## src/rtl/mem_arbiter.sv

```systemverilog
// mem_arbiter: shares one single-port memory between the instruction-fetch port
// and the data port of the core. One requester is granted at a time. The
// transaction is registered onto the memory bus. Completion comes back as a
// one-cycle ack pulse with read data.
//
// Optional feature: define MEM_ARB_TIMEOUT_EN to abort a memory access that
// gets no m_ack within TIMEOUT_CYCLES busy cycles. An aborted access returns
// 32'hDEADBEEF to the owner and raises the sticky err flag. Without the macro,
// BUSY waits for m_ack indefinitely and err is tied low.

package mem_arbiter_pkg;

  // Access size/sign encoding shared with the core's load/store unit.
  typedef enum logic [2:0] {
    MEM_B  = 3'b000,
    MEM_H  = 3'b001,
    MEM_W  = 3'b010,
    MEM_BU = 3'b100,
    MEM_HU = 3'b101
  } mem_op_t;

endpackage

module mem_arbiter
  import mem_arbiter_pkg::*;
#(
  parameter int ADDR_W         = 32,
  parameter int DATA_W         = 32,
  parameter int STARVE_LIMIT   = 4,
  parameter int TIMEOUT_CYCLES = 255
) (
  input  logic              clk,
  input  logic              resetn,

  // instruction-fetch requester
  input  logic              i_req,
  input  logic [ADDR_W-1:0] i_addr,
  output logic [DATA_W-1:0] i_rdata,
  output logic              i_ack,

  // data requester
  input  logic              d_req,
  input  logic              d_we,
  input  mem_op_t           d_op,
  input  logic [ADDR_W-1:0] d_addr,
  input  logic [DATA_W-1:0] d_wdata,
  output logic [DATA_W-1:0] d_rdata,
  output logic              d_ack,

  // downstream memory
  output logic              m_req,
  output logic              m_we,
  output mem_op_t           m_op,
  output logic [ADDR_W-1:0] m_addr,
  output logic [DATA_W-1:0] m_wdata,
  input  logic [DATA_W-1:0] m_rdata,
  input  logic              m_ack,

  // status
  output logic              busy,
  output logic              err
);

  // The streak counter must hold STARVE_LIMIT itself and is never narrower than 3 bits.
  localparam int STREAK_W = ($clog2(STARVE_LIMIT + 1) > 3) ? $clog2(STARVE_LIMIT + 1) : 3;
  localparam logic [STREAK_W-1:0] STARVE_MAX = STREAK_W'(STARVE_LIMIT);
  localparam logic [STREAK_W-1:0] STREAK_ONE = STREAK_W'(1);

  typedef enum logic [1:0] {
    IDLE = 2'd0,
    BUSY = 2'd1,
    RESP = 2'd2
  } state_t;

  // owner encoding: 0 = fetch port, 1 = data port
  state_t              state_reg,   state_next;
  logic                owner_reg,   owner_next;
  logic                m_req_reg,   m_req_next;
  logic                m_we_reg,    m_we_next;
  mem_op_t             m_op_reg,    m_op_next;
  logic [ADDR_W-1:0]   m_addr_reg,  m_addr_next;
  logic [DATA_W-1:0]   m_wdata_reg, m_wdata_next;
  logic [DATA_W-1:0]   i_rdata_reg, i_rdata_next;
  logic [DATA_W-1:0]   d_rdata_reg, d_rdata_next;
  logic                i_ack_reg,   i_ack_next;
  logic                d_ack_reg,   d_ack_next;
  logic [STREAK_W-1:0] streak_reg,  streak_next;

  // Completion request for the current BUSY cycle and the word handed back.
  logic                resp_go;
  logic [DATA_W-1:0]   resp_word;

  // The data port wins unless the fetch port is waiting and has been
  // passed over STARVE_LIMIT times in a row.
  logic                grant_data;
  assign grant_data = d_req && (!i_req || (streak_reg < STARVE_MAX));

`ifdef MEM_ARB_TIMEOUT_EN
  localparam int TO_W = ($clog2(TIMEOUT_CYCLES + 1) > 8) ? $clog2(TIMEOUT_CYCLES + 1) : 8;
  localparam logic [TO_W-1:0]   TO_LAST      = TO_W'(TIMEOUT_CYCLES - 1);
  localparam logic [TO_W-1:0]   TO_ONE       = TO_W'(1);
  localparam logic [DATA_W-1:0] TIMEOUT_WORD = DATA_W'(32'hDEADBEEF);

  logic [TO_W-1:0] to_cnt_reg, to_cnt_next;
  logic            err_reg,    err_next;
`else
  // The timeout depth only matters when the timeout is compiled in.
  logic unused_timeout_cfg;
  assign unused_timeout_cfg = (TIMEOUT_CYCLES != 0);
`endif

  // Next-state and next-output logic; every register holds unless changed here.
  always_comb begin
    state_next   = state_reg;
    owner_next   = owner_reg;
    m_req_next   = m_req_reg;
    m_we_next    = m_we_reg;
    m_op_next    = m_op_reg;
    m_addr_next  = m_addr_reg;
    m_wdata_next = m_wdata_reg;
    i_rdata_next = i_rdata_reg;
    d_rdata_next = d_rdata_reg;
    i_ack_next   = 1'b0;
    d_ack_next   = 1'b0;
    streak_next  = streak_reg;
    resp_go      = 1'b0;
    resp_word    = m_rdata;
`ifdef MEM_ARB_TIMEOUT_EN
    to_cnt_next  = to_cnt_reg;
    err_next     = err_reg;
`endif

    case (state_reg)
      IDLE: begin
        // With no fetch waiting, the fetch port cannot be starving.
        if (!i_req) begin
          streak_next = '0;
        end
        if (i_req || d_req) begin
          state_next = BUSY;
          m_req_next = 1'b1;
`ifdef MEM_ARB_TIMEOUT_EN
          to_cnt_next = '0;
`endif
          if (grant_data) begin
            owner_next   = 1'b1;
            m_we_next    = d_we;
            m_op_next    = d_op;
            m_addr_next  = d_addr;
            m_wdata_next = d_wdata;
            // Count only grants that make a waiting fetch wait longer.
            if (i_req && (streak_reg < STARVE_MAX)) begin
              streak_next = streak_reg + STREAK_ONE;
            end
          end else begin
            owner_next   = 1'b0;
            m_we_next    = 1'b0;
            m_op_next    = MEM_W;
            m_addr_next  = i_addr;
            m_wdata_next = '0;
            streak_next  = '0;
          end
        end
      end

      BUSY: begin
        if (m_ack) begin
          resp_go = 1'b1;
        end
`ifdef MEM_ARB_TIMEOUT_EN
        // A real m_ack on the expiry cycle takes priority over the abort.
        else if (to_cnt_reg == TO_LAST) begin
          resp_go   = 1'b1;
          resp_word = TIMEOUT_WORD;
          err_next  = 1'b1;
        end else begin
          to_cnt_next = to_cnt_reg + TO_ONE;
        end
`endif
        if (resp_go) begin
          state_next = RESP;
          m_req_next = 1'b0;
          if (owner_reg) begin
            d_ack_next   = 1'b1;
            d_rdata_next = resp_word;
          end else begin
            i_ack_next   = 1'b1;
            i_rdata_next = resp_word;
          end
        end
      end

      RESP: begin
        // The owner's ack pulse is on the outputs this cycle. The requester
        // updates its req before the next IDLE sample, so it is never re-granted.
        state_next = IDLE;
      end

      default: begin
        state_next = IDLE;
        m_req_next = 1'b0;
      end
    endcase
  end

  // State and output registers; reset abandons any in-flight access.
  always_ff @(posedge clk or negedge resetn) begin
    if (!resetn) begin
      state_reg   <= IDLE;
      owner_reg   <= 1'b0;
      m_req_reg   <= 1'b0;
      m_we_reg    <= 1'b0;
      m_op_reg    <= MEM_B;
      m_addr_reg  <= '0;
      m_wdata_reg <= '0;
      i_rdata_reg <= '0;
      d_rdata_reg <= '0;
      i_ack_reg   <= 1'b0;
      d_ack_reg   <= 1'b0;
      streak_reg  <= '0;
    end else begin
      state_reg   <= state_next;
      owner_reg   <= owner_next;
      m_req_reg   <= m_req_next;
      m_we_reg    <= m_we_next;
      m_op_reg    <= m_op_next;
      m_addr_reg  <= m_addr_next;
      m_wdata_reg <= m_wdata_next;
      i_rdata_reg <= i_rdata_next;
      d_rdata_reg <= d_rdata_next;
      i_ack_reg   <= i_ack_next;
      d_ack_reg   <= d_ack_next;
      streak_reg  <= streak_next;
    end
  end

`ifdef MEM_ARB_TIMEOUT_EN
  // Busy-cycle counter and sticky error flag for aborted accesses.
  always_ff @(posedge clk or negedge resetn) begin
    if (!resetn) begin
      to_cnt_reg <= '0;
      err_reg    <= 1'b0;
    end else begin
      to_cnt_reg <= to_cnt_next;
      err_reg    <= err_next;
    end
  end

  assign err = err_reg;
`else
  assign err = 1'b0;
`endif

  assign m_req   = m_req_reg;
  assign m_we    = m_we_reg;
  assign m_op    = m_op_reg;
  assign m_addr  = m_addr_reg;
  assign m_wdata = m_wdata_reg;
  assign i_rdata = i_rdata_reg;
  assign d_rdata = d_rdata_reg;
  assign i_ack   = i_ack_reg;
  assign d_ack   = d_ack_reg;
  assign busy    = (state_reg != IDLE);

endmodule

```

## config.mk

```make
export PLATFORM = sky130hd
export DESIGN_NAME = mem_arbiter
export DESIGN_NICKNAME = d
export VERILOG_FILES = /design/src/rtl/mem_arbiter.sv
export SDC_FILE = /design/constraint.sdc
export NUM_CORES = 1
export LEC_CHECK = 0
export ABC_AREA = 1
export ABC_CLOCK_PERIOD_IN_PS = 2200
export BUFFER_PORTS_ARGS = -buffer_cell sky130_fd_sc_hd__buf_2
export CAP_MARGIN = 30
export CELL_PAD_IN_SITES_DETAIL_PLACEMENT = 0
export CELL_PAD_IN_SITES_GLOBAL_PLACEMENT = 1
export CORE_MARGIN = 2
export CORE_UTILIZATION = 36
export DETAILED_ROUTE_END_ITERATION = 6
export GPL_ROUTABILITY_DRIVEN = 0
export MAX_ROUTING_LAYER = met4
export PLACE_DENSITY = 0.95
export SYNTH_ARGS = -nofsm -noshare
export SYNTH_HDL_FRONTEND = slang
export SYNTH_SLANG_ARGS = --single-unit
```

## constraint.sdc

```tcl
create_clock -name clk -period 2.2 [get_ports clk]
set_clock_uncertainty 0.1 [all_clocks]
set_input_delay 0 -clock clk [delete_from_list [all_inputs] [get_ports clk]]
set_output_delay 0 -clock clk [all_outputs]
set_load 0.01 [all_outputs]
```

==> results of run 1 <==
-- layout make-up --
class,instances,area (sq um)
fill,1453,6940
sequential,141,3530
timing repair buffer,423,2910
multi-input combinational,426,1820
clock buffer,23,488
inverter,106,400
tap,220,275
clock inverter,9,109
-- how the worst min path moves through the flow --
stage | end | cells after the start | slack, ps
4_1_cts | d_rdata[3] | 2 | 7
6_report | d_rdata[3] | 2 | 10
3_5_place_dp | i_rdata[13] | 1 | -110
2_1_floorplan | d_ack | 0 | -400
5_1_grt | i_rdata[13] | 2 | 50
3_3_place_gp | i_rdata[3] | 1 | -110
-- what timing repair did --
action | in CTS | in global routing
resized for setup | 0 | 1
setup endpoints to repair | 0 | 1
hold buffers | 140 | 0
endpoints found under the hold margin | 280 | 0
-- routing by layer --
layer  up-vias  track usage [%]  wire, um
met1      2833             25.3      7650
met3        65             4.15       749
met5         -                -         0
met2       216             35.1      8830
li1       2960                -         -
met4         0             11.8       911
-- metrics by stage --
| step | hold WS (ps) | std cells | worst slack (ps) | instance area [sq um] | total power, uW |
|---|---|---|---|---|---|
| 2_1_floorplan | -396 | 711 | 939 | 6010 | 6840 |
| 3_3_place_gp | -113 | 1176 | 690 | 7520 | 8560 |
| 3_5_place_dp | -114 | 1176 | 651 | 7520 | 8690 |
| 4_1_cts | 7.11 | 1348 | 146 | 9520 | 12000 |
| 5_1_grt | 49.8 | 1348 | 91.3 | 9530 | 12800 |
| 6_report | 13.1 | 1348 | 203 | 9530 | 11900 |
-- power by group through the flow --
stage | logic, uW | registers [uW] | clock network, uW
finish | 4630 | 4440 | 2850
global placement | 4130 | 4430 | 0
CTS | 4630 | 4440 | 2930
global route | 5130 | 4590 | 3060
detailed placement | 4250 | 4440 | 0
floorplan | 1820 | 5020 | 0
-- cell usage in the layout, fill, tap and decap left out, drive strengths merged --
| master | n |
|---|---|
| clkbuf | 23 |
| nand3 | 66 |
| nand4 | 2 |
| a21oi | 1 |
| nand2 | 277 |
| clkinv | 2 |
| dfrtp | 141 |
| o21ai | 67 |
| ha | 1 |
| inv | 107 |
| nor2 | 11 |
| clkinvlp | 4 |
| conb | 1 |
| buf | 283 |
| bufinv | 2 |
| dlygate4sd3 | 140 |
-- cell families after synthesis --
| group | synth area share (%) |
|---|---|
| and+or+nand+nor | 24.3 |
| other | 0.0624 |
| AOI/OAI and AO/OA | 5.66 |
| buffers and inverters | 11.1 |
| adders and majority gates | 0.208 |
| DFF | 58.7 |
==> results by stage, run 1 <==
Outcome:
- The flow ran to the end, and the final reports show no timing, DRC or antenna violations.

Final layout:
- For this run, the post-layout net count is 1253.
- Compared with the post-synthesis result, the final layout area differs by 58.5%.
- The number of inserted diodes is 0.
- Of the cells placed in the final design, the portion with a size suffix greater than 1 is 28.7%.
- Measured on the finished design, the core utilization comes to 57.8%.

Worst setup path:
- The critical path's slowest cell is sky130_fd_sc_hd__dlygate4sd3_1.
- The number of buffers and inverters on the critical path is 3.
- The endpoint identified for the worst register-to-register timing path is m_addr[19].
- The largest incremental delay on the critical path is 590 ps.
- Traced cell by cell, the critical path runs through inv_2 -> nand2_2 -> nor2_8 -> buf_6 -> nand3_1 -> dlygate4sd3_1 -> nand2_1.
- The worst register-to-register path begins at state_reg[1].
- The source of the critical timing path is state_reg[1].
- The cell depth of the worst setup path is 7.
- At the worst endpoint, the required time is 2440 ps.
- The critical path is of the register to register type.
- The data arrival time of the critical path is 2240 ps.
- The kind of end point of the critical path is a register.
- Among cell families on the critical path, the largest total delay comes from buffers and inverters.
- Following the worst setup path forward leads to its endpoint at m_addr[19].
- Counting cells, the worst reg-to-reg path comes to 7.
- For flop-to-flop paths, the worst setup slack is 200 ps.
- Along the worst path, the maximum fanout reaches 33.
- STA classifies the critical path startpoint as a register.

Logic synthesis:
- The dominant cell by count in the synthesized netlist is sky130_fd_sc_hd__nand2_1.
- By count the netlist is led by sky130_fd_sc_hd__nand2_1, sky130_fd_sc_hd__dfrtp_1, sky130_fd_sc_hd__inv_1.
- Summed over all instances, the cell type with the most area after synthesis is sky130_fd_sc_hd__dfrtp_1.
- The netlist area before placement is 6010 sq um.
- For this run, the register share of the synthesized area comes to 58.7%.
- During synthesis, Yosys emitted a total of 0 warnings.
- After synthesis, the cell types taking the most area are sky130_fd_sc_hd__dfrtp_1, sky130_fd_sc_hd__nand2_1, sky130_fd_sc_hd__inv_1.
- In the synthesized netlist, the number of instances is 711.
- The share of synthesized registers carrying an async set or reset is 100%.
- The most frequently used flop master after synthesis is sky130_fd_sc_hd__dfrtp_1.
- The number of flops mapped to enable cells by yosys is 0.
- The synthesized design contains 141 register bits.
- The synthesized design devotes to its leading area cell type 58.7% of total area.
- The count of cell types in the netlist is 23.
- The average instance area after synthesis is 8.45 sq um.
- The net count after synthesis is 849.

Power:
- The total leakage power is 0.00540 uW.
- Of the total power, the share spent switching nets is 36.6%.
- The part of the power in registers is 37.3%.
- The analysis attributes to net switching a power of 4360 uW.
- The part of the power in combinational logic is 38.8%.
- Dividing total power by cell area gives a power density of 1250 nW/um^2.
- IR analysis of the VDD net gives a maximum drop of 0.000598 V.
- The internal power component is 7560 uW.
- The clock share of power is 23.9%.

GRT:
- The pin count of the biggest net entering global routing is 66.
- The number of global-route vias before repair is 6168.
- The first-pass GRT wire length is 29800 um.
- The overall routing resource usage is 21.6%.
- The total overflow reported by the global router is 0.
- The initial antenna violation count was 0.

Placed design:
- The post-DP HPWL is 11500 um.
- The quantity of I/O buffers inserted on ports is 272.

Clock network:
- The later-pin clock latency in the skew report is 410 ps.
- The cell chosen for the clock root is sky130_fd_sc_hd__clkbuf_16.
- Post-CTS timing repair inserted 0 buffers for setup.
- In this run the deepest clock path goes through 2 buffers.
- The tree built by TritonCTS fans out to 141 sinks.
- TritonCTS built the clock tree.
- The number of clock buffers added by TritonCTS is 17.
- The number of H-tree branching levels is 4.
- Clock-pin slew was measured on the worst setup and hold paths at 60 ps.

Drt:
- The count of antenna-violating nets left after detailed routing is 0.
- The total number of vias is 6074.
- The ratio of routed vias to standard cells is 4.51.
- The first detailed-routing pass ran for 4 iterations.
- In the final routed layout, each cell accounts on average for 13.5 um.
- The starting DRC count in detailed routing is 331.
- For this run, design rule violations remaining after detail routing come to 0.
- The total length of routed wires is 18100 um.

STA:
- Setup violations remaining at the end of the flow were counted as 0.
- The worst path uses 90.8% of the clock period.
- Timing would allow up to 501 MHz.
- Setup repair after global routing left no endpoint under its margin.
- Counting I/O delays and the setup requirement, the final critical path takes 2000 ps.
- For the final routed database, the setup TNS stands at 0 ps.
- The final-report hold violation count was 0.
- The number of pins exceeding their max-slew limit in the final report is 0.

Hold path:
- The kind of path behind the tightest hold check is primary input to asynchronous set/reset pin.

Floorplanning:
- The floorplan has 47 rows.
- The die covers 17700 sq um.
- From left edge to right edge, the die measures 133 um.
- The y dimension of the die is 133 um.
- The area inside the core boundary is 16500 sq um.
- The initial standard-cell utilization of the core is 36.5%.
- The number of top-level pins is 274.

Flow run:
- The total of max-cap violations is 0.
(Power assumes the default switching activity.)
==> inputs of run 2 (changes only) <==
- CORE_UTILIZATION: 36 -> 25
- PLACE_DENSITY: 0.95 -> 0.74
==> run 2 against run 1 <==
Global-route usage is 6.1 points lower. Hold slack improved by 27 ps. Clock-buffer cell count is 3 lower. Via count shrank 3.0%. Die area rose by 43%. Largest cell class unchanged.
==> results by stage, run 2 (same netlist as run 1, synthesis figures left out) <==
Power:
- The switching power total is 4430 uW.
- The power density relative to cell area is 1240 nW/um^2.
- IR analysis of the VDD net gives a maximum drop of 0.000438 V.
- The switching part of the total is 37.1%.
- Of the total power, combinational logic draws 38.3%.
- In this run, the clock network consumes 24.1% of the power.
- The analysis attributes to cell leakage a power of 0.00540 uW.
- The internal power component is 7510 uW.
- Of the total power, registers draw 37.6%.

STA:
- The transition at the pin with the smallest max-transition slack is 687 ps.
- After layout, the worst path uses 92.7% of the clock period.
- For this run, the top clock speed supported by timing is 490 MHz.
- Final hold analysis gives a worst-case slack of 39.7 ps.
- The number of pins exceeding their max-slew limit in the final report came to 0.
- The final-report hold violation count came to 0.
- In the final timing run, aggregate negative setup slack is 0 ps.
- Counting I/O delays and the setup requirement, the final critical path takes 2040 ps.
- Setup repair after global routing left no endpoint under its margin.
- The worst pin sits at a relative slew slack of 54.1%.
- Setup violations remaining at the end of the flow were counted as 0.

GRT:
- The number of global-route vias before repair came to 5977.
- The overall routing resource usage is 15.5%.
- The first global-routing pass estimated 30600 um of wire.
- Entering global routing, the biggest net connects 66 pins.
- The initial antenna violation count is 0.
- For this run the aggregate overflow at the end of global routing stands at 0.

Worst setup path:
- The kind of end point of the critical path is a register.
- Traced cell by cell, the critical path runs through dlygate4sd3_1 -> buf_2 -> nand2_2 -> buf_12 -> nand2_1 -> nand3_1 -> dlygate4sd3_1 -> nand2_1.
- For flop-to-flop paths, the worst setup slack is 210 ps.
- STA classifies the critical path startpoint as a primary input.
- The maximum fanout along the worst path is 22.
- Tracing the worst setup path back leads to its startpoint at d_req.
- The path type of the worst setup path is primary input to register.
- For the worst setup path, the data arrival time is 2290 ps.
- In this design, the stage delay of the slowest critical-path cell is 580 ps.
- The critical path's slowest cell is sky130_fd_sc_hd__dlygate4sd3_1.
- The cell family contributing the most delay on the critical path is buffers and inverters.
- The required time of the critical path is 2450 ps.
- The number of buffers and inverters on the critical path is 4.
- The worst flop-to-flop path startpoint is state_reg[1].

Drt:
- After detailed routing, no signal wire sits above met4.
- The routed length on met2 is 8930 um.
- After detailed routing, the number of remaining DRC violations is 0.
- In the routed layout, each cell is associated on average with a via count of 4.08.
- After detailed routing, the average wire length per cell comes to 13.2 um.
- The routed design has 19000 um of wire.
- After detailed routing, the wire length on met1 is 8590 um.
- The iteration count of the initial detailed-routing pass is 4.
- The count of antenna-violating nets left after detailed routing is 0.
- The total met3 wirelength after detailed routing is 769 um.
- The total number of vias is 5893.
- The starting DRC count in detailed routing is 365.

Clock network:
- The cell sitting at the root of the clock tree is a sky130_fd_sc_hd__clkbuf_16.
- TritonCTS built the clock tree.
- The clock sink count is 141.
- The later-pin clock latency in the skew report is 410 ps.
- The CTS clock-pin slew for the worst setup and hold paths is 60 ps.
- The maximum buffer depth of the clock tree is 2.
- The number of buffers added by the clock tree synthesis step is 17.
- The buffer count from post-CTS setup fixing is 0.
- The number of H-tree branching levels is 4.

Floorplanning:
- The horizontal die dimension is 159 um.
- The floorplan step defined a die boundary enclosing 25300 sq um.
- 274 I/O pins were placed.
- From bottom edge to top edge, the die measures 159 um.
- The floorplan row count is 56.
- For this configuration, the core starts out at a cell density of 25.5%.
- The area inside the core boundary is 23500 sq um.

Final layout:
- The share of post-route cells with drive strength above 1 is 28.9%.
- The area growth from synthesis to layout is 60.1%.
- The sequential cells in the finished layout cover a total of 3530 sq um.
- The top cell types in the final layout, fill and taps aside, are sky130_fd_sc_hd__nand2_1, sky130_fd_sc_hd__buf_2, sky130_fd_sc_hd__dfrtp_1, sky130_fd_sc_hd__dlygate4sd3_1, sky130_fd_sc_hd__inv_1.
- The most common cell after layout, fill and taps aside is sky130_fd_sc_hd__nand2_1.
- The count of cells in the finished layout, fillers not included, comes to 1443.
- The number of inserted filler cells in the final layout is 2378.
- In the final design database the tool counted 1250 nets.
- At the end of the flow the core is filled with cells to 40.9%.
- The multi-input combinational cells in the finished layout cover a total of 1820 sq um.
- With fillers left out, the area of the finished cells amounts to 9620 sq um.

Placed design:
- The post-DP HPWL is 12400 um.
- The quantity of I/O buffers inserted on ports is 272.
- The placed instances occupy a cell area of 7650 sq um.
- Counting tap cells, the placed design contains a total of 1274 instances.

Flow run:
- The total of max-cap violations is 0.

Outcome:
- The run finished with clean final reports.

Hold path:
- In this run the worst hold path is classified as primary input to asynchronous set/reset pin.
-- run 2: cell type report --
type | count | area share, %
Timing Repair Buffer | 420 | 30.0
Multi-Input combinational cell | 426 | 18.9
Clock buffer | 20 | 4.85
Tap cell | 319 | 4.15
Sequential cell | 141 | 36.7
Inverter | 106 | 4.16
Clock inverter | 10 | 1.20
Antenna cell | 1 | 0.0260
-- run 2: per-stage QoR --
| stage | total power (uW) | setup WS (ps) |
|---|---|---|
| final | 11900 | 160 |
| after global routing | 12800 | 64.2 |
| after global placement | 8660 | 609 |
| after CTS | 12100 | 41.7 |
| after floorplan | 6840 | 939 |
| after detailed placement | 8730 | 571 |
-- run 2: metal layers --
layer  GRT usage (%)  up-vias
met5               -        -
met4            7.11        0
met3            3.18       43
met2            24.9      174
met1            18.9     2716
li1                -     2960
-- run 2: final timing paths --
check	to	cells past startpoint
worst max-delay path	m_addr[20]	8
worst min-delay path	i_rdata[18]	2
worst max register to register	m_addr[20]	7
worst min register to register	m_wdata[31]	2
max in group asynchronous	m_addr[22]	3
min in group clk	m_wdata[27]	4
-- run 2: power by group through the flow --
stage	registers (uW)	logic, uW	clock network (uW)
after floorplan	5020	1820	0
final	4490	4570	2880
after detailed placement	4490	4250	0
after CTS	4480	4620	3000
after global routing	4640	5080	3100
after global placement	4490	4170	0
-- run 2: what timing repair did --
action,4_1_cts,5_1_grt
gates resized for setup,0,2
setup endpoints to repair,0,24
hold endpoints to repair,280,0
hold buffers,138,0
==> inputs of run 3 (changes only) <==
- ABC_AREA: 1 -> not set
- PLACE_DENSITY: 0.74 -> 0.71
==> run 3 against run 2 <==
Combinational power rose by 17%. First-iteration DRC count is 24% lower. Utilization increased by 1.4 points. Hold slack improved by 200 ps. Sequential cell count is the same. Register-to-register slack got worse by 150 ps. Synthesized area fell by 6.1%. Clock power is essentially flat. Maximum frequency decreased by 4.5%. Critical endpoint is now m_addr[18]. Largest power group unchanged.
==> results by stage, run 3 <==
Outcome:
- The run finished with clean final reports.

Clock network:
- Counting every sink on the clock net gives 141.
- TritonCTS built the clock tree.
- The number of buffers added by the clock tree synthesis step is 17.
- The maximum buffer depth of the clock tree is 2.
- The cell chosen for the clock root is sky130_fd_sc_hd__clkbuf_16.
- The CTS clock-pin slew for the worst setup and hold paths is 70 ps.
- The later-pin clock latency in the skew report is 410 ps.
- The H-tree was split into 4 levels.

Final layout:
- The layout has 2068 filler cells.
- Registers take 3530 sq um.
- The final core utilization is 42.3%.
- The library cell used most frequently in the layout, excluding fill and tap cells, is sky130_fd_sc_hd__buf_2.
- In the final layout, the multi-input gates occupy 1920 sq um.
- 0 antenna diodes ended up in the layout.
- The total non-filler cell area in the finished layout is 9310 sq um.
- Once layout is complete, the cells apart from fillers number 1133.
- Relative to the synthesized area, the layout overhead comes to 64.8%.
- The post-route netlist has 45.4% of its cells at a drive strength greater than 1.
- The total number of nets in the final design is 978.
- In the layout the commonest cells are sky130_fd_sc_hd__buf_2, sky130_fd_sc_hd__dfrtp_1, sky130_fd_sc_hd__dlygate4sd3_1, sky130_fd_sc_hd__nand2_1, sky130_fd_sc_hd__a22o_1.

Floorplanning:
- The number of top-level pins is 274.
- The floorplan has 54 rows.
- The initial standard-cell utilization of the core is 25.6%.
- The area inside the core boundary is 22000 sq um.
- Measured along the y axis, the die boundary spans 154 um.
- The full die area is 23800 sq um.
- The floorplan step set the die width to 154 um.

STA:
- Derived from the worst setup path, the maximum achievable clock frequency is 468 MHz.
- The final critical path takes up 97.1% of the cycle.
- Setup violations remaining at the end of the flow were counted as 0.
- Setup repair after global routing left no endpoint under its margin.
- The post-route setup TNS is 0 ps.
- The final critical-path setup slack is 63.0 ps.
- The final critical-path required period is 2140 ps.
- The number of pins exceeding their max-slew limit in the final report is 0.
- The final-report hold violation count is 0.

Worst setup path:
- The critical path's slowest cell is sky130_fd_sc_hd__dlygate4sd3_1.
- The startpoint identified for the worst register-to-register timing path is streak_reg[2].
- Data on the critical path is required at its endpoint by 2450 ps.
- In this design, the stage delay of the slowest critical-path cell is 590 ps.
- The critical path in this run is classified as register to register.
- The data arrival time of the critical path is 2380 ps.
- Traced cell by cell, the critical path runs through a21bo_2 -> buf_4 -> nand2_1 -> a31oi_1 -> dlygate4sd3_1.
- The source of the critical timing path is streak_reg[2].
- The kind of end point of the critical path is a register.
- STA classifies the critical path startpoint as a register.
- The maximum fanout along the worst path is 33.

Logic synthesis:
- The flip-flop and latch count after synthesis is 141.
- By area the synthesized netlist is led by sky130_fd_sc_hd__dfrtp_1, sky130_fd_sc_hd__mux2_4, sky130_fd_sc_hd__mux2_2.
- In the synthesized netlist the async set-or-reset flop fraction comes to 100%.
- The area share of the leading cell type in the synthesized netlist is 62.5%.
- The dominant cell by count in the synthesized netlist is sky130_fd_sc_hd__dfrtp_1.
- The average instance area after synthesis is 13.1 sq um.
- The netlist area before placement is 5650 sq um.
- The number of nets in the synthesized netlist is 568.
- Sorting the synthesized cells by how often they occur yields sky130_fd_sc_hd__dfrtp_1, sky130_fd_sc_hd__nand2_1, sky130_fd_sc_hd__a22o_1.
- The most frequently used flop master after synthesis is sky130_fd_sc_hd__dfrtp_1.
- Counting flops with a built-in enable in the synthesized netlist gives 0.
- The gate count after technology mapping is 430.
- Sequential elements use 62.5% of the synthesized area.
- The cell type with the largest total area after synthesis is sky130_fd_sc_hd__dfrtp_1.
- The count of cell types in the netlist is 30.
- The count of yosys warnings during synthesis is 0.

GRT:
- The number of global-route vias before repair is 5282.
- Summed over all layers, the global routing overflow is 0.
- The overall routing resource usage is 15.3%.
- The initial antenna violation count is 0.
- The first-pass GRT wire length is 27800 um.
- Entering global routing, the biggest net connects 50 pins.

Placed design:
- The post-DP HPWL is 11000 um.
- Timing analysis after detailed placement gives a worst setup slack of 495 ps.
- The number of instances in the placed design is 962.
- In this run the cell area measured after placement is 7310 sq um.
- Port buffering added 272 buffers.

Drt:
- The remaining routing DRC violations is 0.
- For this block, the via count after detailed routing is 5065.
- The starting DRC count in detailed routing is 277.
- The ratio of routed vias to standard cells is 4.47.
- The first detailed-routing pass ran for 6 iterations.
- The detail-routed net length per standard cell is 15.6 um.
- The count of antenna-violating nets left after detailed routing is 0.
- Wires add up to 17600 um.

Power:
- The total leakage power is 0.00452 uW.
- IR analysis of the VDD net gives a maximum drop of 0.000481 V.
- Power spread over the standard cell area amounts to 1380 nW/um^2.

Flow run:
- The total of max-cap violations is 0.

Hold path:
- In this run the most critical hold path is launched from d_wdata[14].
- The kind of path behind the tightest hold check is primary input to register.
-- run 3: cell count changes in the layout (fill, tap and decap cells not counted), moves of 8 or more --
cell and delta:
sky130_fd_sc_hd__a22o_1 +36, sky130_fd_sc_hd__nand3_1 -65, sky130_fd_sc_hd__o21ai_0 -50, sky130_fd_sc_hd__a21oi_1 +31, sky130_fd_sc_hd__o21ai_1 -13, sky130_fd_sc_hd__nand2_1 -203
sky130_fd_sc_hd__nor2_1 -8, sky130_fd_sc_hd__mux2_2 +35, sky130_fd_sc_hd__a31oi_1 +32, sky130_fd_sc_hd__inv_1 -101, sky130_fd_sc_hd__mux2_4 +29
-- run 3: worst paths after layout --
kind	endpoint	slack, ps	cells past startpoint
max	m_addr[18]	60	5
min	m_wdata[14]	240	3
max reg2reg	m_addr[18]	60	5
min reg2reg	m_req	380	2
max in group asynchronous	i_rdata[3]	970	4
min in group asynchronous	m_addr[28]	440	3
-- run 3: metal layers --
metal | wire, um | track usage (%) | vias to the layer above
met3 | 1110 | 3.78 | 11
met4 | 193 | 5.07 | 0
met2 | 8600 | 25.3 | 209
li1 | - | - | 2353
met5 | 0 | - | -
met1 | 7720 | 18.5 | 2492
-- run 3: report_power, final --
part	switching, uW	internal (uW)	leakage [uW]
Clock	1200	1690	0.000274
Combinational	2490	2850	0.00255
Sequential	701	3880	0.00169
-- run 3: cell families (layout without fill, tap and decap cells) --
kind of cell / after synthesis / in the layout / share of synthesized area [%]
AO/OA/AOI/OAI: 108 / 108 / 12.9
adder cells (fa/ha/maj): 1 / 1 / 0.222
buffers and inverters: 35 / 458 / 3.63
flip-flops: 141 / 141 / 62.5
multiplexers: 64 / 64 / 14.7
other: 1 / 1 / 0.0664
AND/OR/NAND/NOR: 80 / 80 / 5.96
-- run 3: per-stage QoR --
| step | total power [uW] | hold WS, ps |
|---|---|---|
| floorplan | 7280 | -396 |
| global placement | 9170 | -136 |
| detailed placement | 9270 | -138 |
| finish | 12800 | 239 |
| global route | 13600 | 223 |
| CTS | 12900 | 204 |
-- run 3: worst max-delay path, delay by kind of cell (launching register included) --
| family | cells | cell delay (ps) |
|---|---|---|
| buffers and inverters | 2 | 940 |
| AO/OA/AOI/OAI | 2 | 440 |
| flip-flops | 1 | 430 |
| AND/OR/NAND/NOR | 1 | 140 |
-- run 3: what timing repair did --
item                                   CTS  global route
setup endpoints to repair                0            11
buffers inserted                         0             0
resized for setup                        0             2
hold buffers                           139             0
endpoints found under the hold margin  279             0
-- run 3: area by class of cell --
type | count | area share [%]
well taps | 280 | 3.76
flip-flops and latches | 141 | 37.9
repair buffers | 424 | 31.3
clock inverters | 14 | 1.68
multi-input cells | 254 | 20.7
inverters | 2 | 0.0807
clock buffers | 18 | 4.61
